===== src/rtl/fifo_rd_stream.sv =====
// Two-entry skid buffer that drains a show-ahead FIFO read port into a valid/ready stream.
// Define FIFO_RD_STREAM_CNT_EN to add the xfer_cnt transfer counter port.
module fifo_rd_stream #(
    parameter int DSIZE = 8,
    parameter int CNTW  = 16
) (
    input  logic             rclk,
    input  logic             rrst,
    input  logic [DSIZE-1:0] rdata,
    input  logic             rempty,
    output logic             rinc,
    output logic [DSIZE-1:0] m_data,
    output logic             m_valid,
    input  logic             m_ready
`ifdef FIFO_RD_STREAM_CNT_EN
    ,
    output logic [CNTW-1:0]  xfer_cnt
`endif
);

    typedef enum logic [1:0] {
        EMPTY = 2'd0,
        HALF  = 2'd1,
        FULL  = 2'd2
    } state_t;

    state_t           state;
    logic [DSIZE-1:0] skid;
    logic             pop;

    // Pop strobe depends only on registered occupancy, so m_ready never reaches rinc.
    assign rinc = !rempty && (state != FULL) && !rrst;
    assign pop  = m_valid && m_ready;

    // NOTE: all state below uses non-blocking assignments so every register
    // samples the pre-edge values of its neighbours, as real flops do.
    always_ff @(posedge rclk or posedge rrst) begin
        if (rrst) begin
            state   <= EMPTY;
            m_valid <= 1'b0;
            m_data  <= '0;
            skid    <= '0;
        end else begin
            case (state)
                EMPTY: begin
                    if (rinc) begin
                        m_data  <= rdata;
                        m_valid <= 1'b1;
                        state   <= HALF;
                    end
                end
                HALF: begin
                    if (rinc && pop) begin
                        m_data <= rdata;
                    end else if (rinc) begin
                        skid  <= rdata;
                        state <= FULL;
                    end else if (pop) begin
                        m_valid <= 1'b0;
                        state   <= EMPTY;
                    end
                end
                FULL: begin
                    if (pop) begin
                        m_data <= skid;
                        state  <= HALF;
                    end
                end
                default: begin
                    m_valid <= 1'b0;
                    state   <= EMPTY;
                end
            endcase
        end
    end

`ifdef FIFO_RD_STREAM_CNT_EN
    always_ff @(posedge rclk or posedge rrst) begin
        if (rrst) begin
            xfer_cnt <= '0;
        end else if (pop) begin
            xfer_cnt <= xfer_cnt + 1'b1;
        end
    end
`endif

endmodule


===== config.mk =====
export PLATFORM = sky130hd
export DESIGN_NAME = fifo_rd_stream
export DESIGN_NICKNAME = d
export VERILOG_FILES = /design/src/rtl/fifo_rd_stream.sv
export SDC_FILE = /design/constraint.sdc
export NUM_CORES = 1
export LEC_CHECK = 0
export BUFFER_PORTS_ARGS = -buffer_cell sky130_fd_sc_hd__buf_2
export CORE_MARGIN = 2
export CORE_UTILIZATION = 45
export DETAILED_ROUTE_END_ITERATION = 8
export PLACE_DENSITY_LB_ADDON = 0.05
export SYNTH_ARGS = -nofsm -noshare
export SYNTH_HDL_FRONTEND = slang
export SYNTH_SLANG_ARGS = --single-unit

===== constraint.sdc =====
create_clock -name rclk -period 1.5 [get_ports rclk]
set_input_delay 0.075 -clock rclk [delete_from_list [all_inputs] [get_ports rclk]]
set_output_delay 0.075 -clock rclk [all_outputs]
set_load 0.01 [all_outputs]

==> metrics.md <==
| Metric | Value |
|---|---|
| WP data required | 1.68 ns |
| Final Cell Area | 1200 sq um |
| Post-route ant nets | 0 |
| HPWL Detailed | 1310 microns |
| Post-synthesis register bit count | 19 |
| CP Launch Point | state[1] |
| Largest net degree at the start of global routing | 13 |
| CP Max Fanout | 8 |
| Hold Crit Class | in -> reg |
| I/O Pins | 22 |
| RePlAce Congestion | 0.723 |
| Most frequent cells in the layout | 21 x buf_2, 18 x dfrtp_1, 16 x mux2_2, 12 x buf_4, 8 x mux2_4 |
| Ys flop type | dfrtp_1 |
| DR pass1 iterations | 3 |
| Crit path capture type | flip-flop |
| Fin nets | 115 |
| Number of flops mapped to enable cells by yosys | 0 |
| Leak | 0.567 nW |
| Critical Path AT | 1.76 ns |
| Overall routing resource usage | 16.8% |
| Final worst setup slack | -0.0749 ns |
| CP Class | reg -> reg |
| IO buf count | 21 |
| Most common cell after layout, fill and taps aside | buf_2 |
| Net count after synthesis | 76 |
| Crit path max-delay cell type | or4_4 |
| CTS Root Cell | clkbuf_4 |
| Initial antenna violation count | 0 |
| H-tree levels | 1 |
| # DRC | 0 |
| CP Depth | 3 |
| Rows | 16 |
| Fin Clk Skew | 0.00919 ns |
| Initial Utilization | 47.6% |
| Vias per cell | 4.91 |
| Post-Syn Instances | 64 |
| Syn Area/Cell | 14.4 sq um |
| RSZ-0062 raised after global routing | true |
| CP bufs+invs | 0 |
| CTS tree | yes |
| Max-cap viol count | 0 |
| R2R setup slack | -0.07 ns |
| Initial DRC count | 1 |
| CP cell instances | or4_4, o221ai_4, mux2_4 |
| Number of buffers created by CTS | 3 |
| WL per Instance | 13.7 microns |
| Worst-path clk slew | 0.11 ns |
| First-pass GRT wire length | 3040 microns |
| Die width | 49.3 microns |
| Placement Setup Slack | -0.0837 ns |
| CP startpoint kind | flip-flop |
| CP endpoint | m_data[1] |
| Number of placed instances, taps included | 122 |
| Worst-Margin Slew | 0.467 ns |
| Final min period | 1.57 ns |
| Period utilization | 105% |
| Synth cell types | 19 |
| Area Growth Syn to Fin | 30.5% |
| Worst slew margin relative to its limit | 68.9% |
| Final Setup Violations | 8 |
| Worst reg2reg path depth | 3 |
| Final wirelength | 1770 microns |
| Core box area | 1940 sq um |
| Sequential area share after synthesis | 51.5% |
| CP top delay family | simple AND/OR/NAND/NOR gates |
| Share of cells above drive strength 1 | 64.7% |
| Max-slew violations | 0 |
| Capturing point of the worst reg2reg path | m_data[1] |
| Failing checks | setup timing |
| YS warnings | 0 |
| Clock Path Buffers | 2 |
| Max incr delay on CP | 0.51 ns |
| Ys async rst share | 100% |
| Cell area power density | 1740 nW/um^2 |
| Via count | 634 |
| Utilization after layout | 62.0% |
| Clock sinks | 19 |
| Hold_ws | 0.0206 ns |
| Post-Syn Area | 923 sq um |
| Die height | 49.3 microns |
| Placed Area | 1140 sq um |
| Status | finished, violations left |
| Non-Filler Instances | 129 |
| Vias in the first global route | 683 |
| DIE AREA | 2430 sq um |
| Max VDD drop | 914 uV |
| Final hold vios | 0 |
| Clock insertion delay at the later pin of the skew report | 0.29 ns |
| FMAX | 0.635 GHz |
| Worst r2r src | state[1] |
| Grt total ovfl | 0 |
| Diode count | 0 |
## cell usage after synthesis, types with 2 or more instances
cell type  number  share of area [%]
mux2_2         16                 20
nor2_1          2               0.81
o21ai_0         2                1.1
nor3_1          2                1.1
nand2_1         3                1.2
dfrtp_1        19                 51
mux2_4          8                 13
## sequential cells by signal, summed over array words and instances, names as in the netlist
name,cells
m_data,8
m_valid,1
skid,8
state,2
## per-stage QoR
| stage | setup TNS, ns | total power (W) |
|---|---|---|
| after detailed placement | -0.614 | 0.00184 |
| final | -0.531 | 0.00209 |
| after CTS | -0.631 | 0.00211 |
| after global routing | -0.867 | 0.00224 |
| after global placement | -0.485 | 0.00181 |
| after floorplan | -0.322 | 0.00148 |
## layer usage
metal  part of all wire [%]  track usage [%]
met5                      0                0
met4                   0.79             8.57
met3                    3.2             3.07
met2                     47             25.9
met1                     49             22.5
## where the power goes
group          internal, W  switching, W  leakage (nW)
logic             0.000577      0.000345         0.326
clock network     0.000103      0.000151        0.0150
registers         0.000764      0.000152         0.226
total              0.00144      0.000648         0.567
## worst min path at each step
stage | from | endpoint | slack [ns] | depth (start not counted)
floorplan | rrst | m_data[0] | 0.03 | 1
global placement | rrst | state[0] | 0.16 | 2
detailed placement | rrst | skid[6] | 0.17 | 2
CTS | rdata[7] | skid[7] | 0.01 | 2
global route | rdata[5] | skid[5] | 0.009 | 2
finish | rdata[2] | skid[2] | 0.02 | 2
## what timing repair did
action | CTS | global route
pin swaps | 0 | 1
setup endpoints to repair | 8 | 17
hold buffers | 1 | 1
gates resized for setup | 0 | 2
endpoints found under the hold margin | 11 | 1
setup buffers | 1 | 0
## worst reg2reg max path: cells and delay by family (launching register included)
kind            cells  cell delay (ns)
compound gates      1             0.18
flops               1             0.44
mux                 1             0.34
simple gates        1             0.51
## kinds of logic (layout without fill, tap and decap cells)
logic type             after synthesis  after routing  share of synthesized area (%)
AND/OR/NAND/NOR                     13             13                           8.27
buffers and inverters                2             40                          0.948
flip-flops                          19             19                           51.5
multiplexers                        24             24                           32.5
AO/OA/AOI/OAI                        6              6                           6.78
## layout make-up
cell class / count / area (sq um)
Fill cell: 172 / 737
Multi-Input combinational cell: 43 / 449
Tap cell: 27 / 33.8
Clock buffer: 4 / 26.3
Inverter: 1 / 3.75
Timing Repair Buffer: 35 / 215
Sequential cell: 19 / 477
No activity file was read; power rests on OpenSTA's default activity.
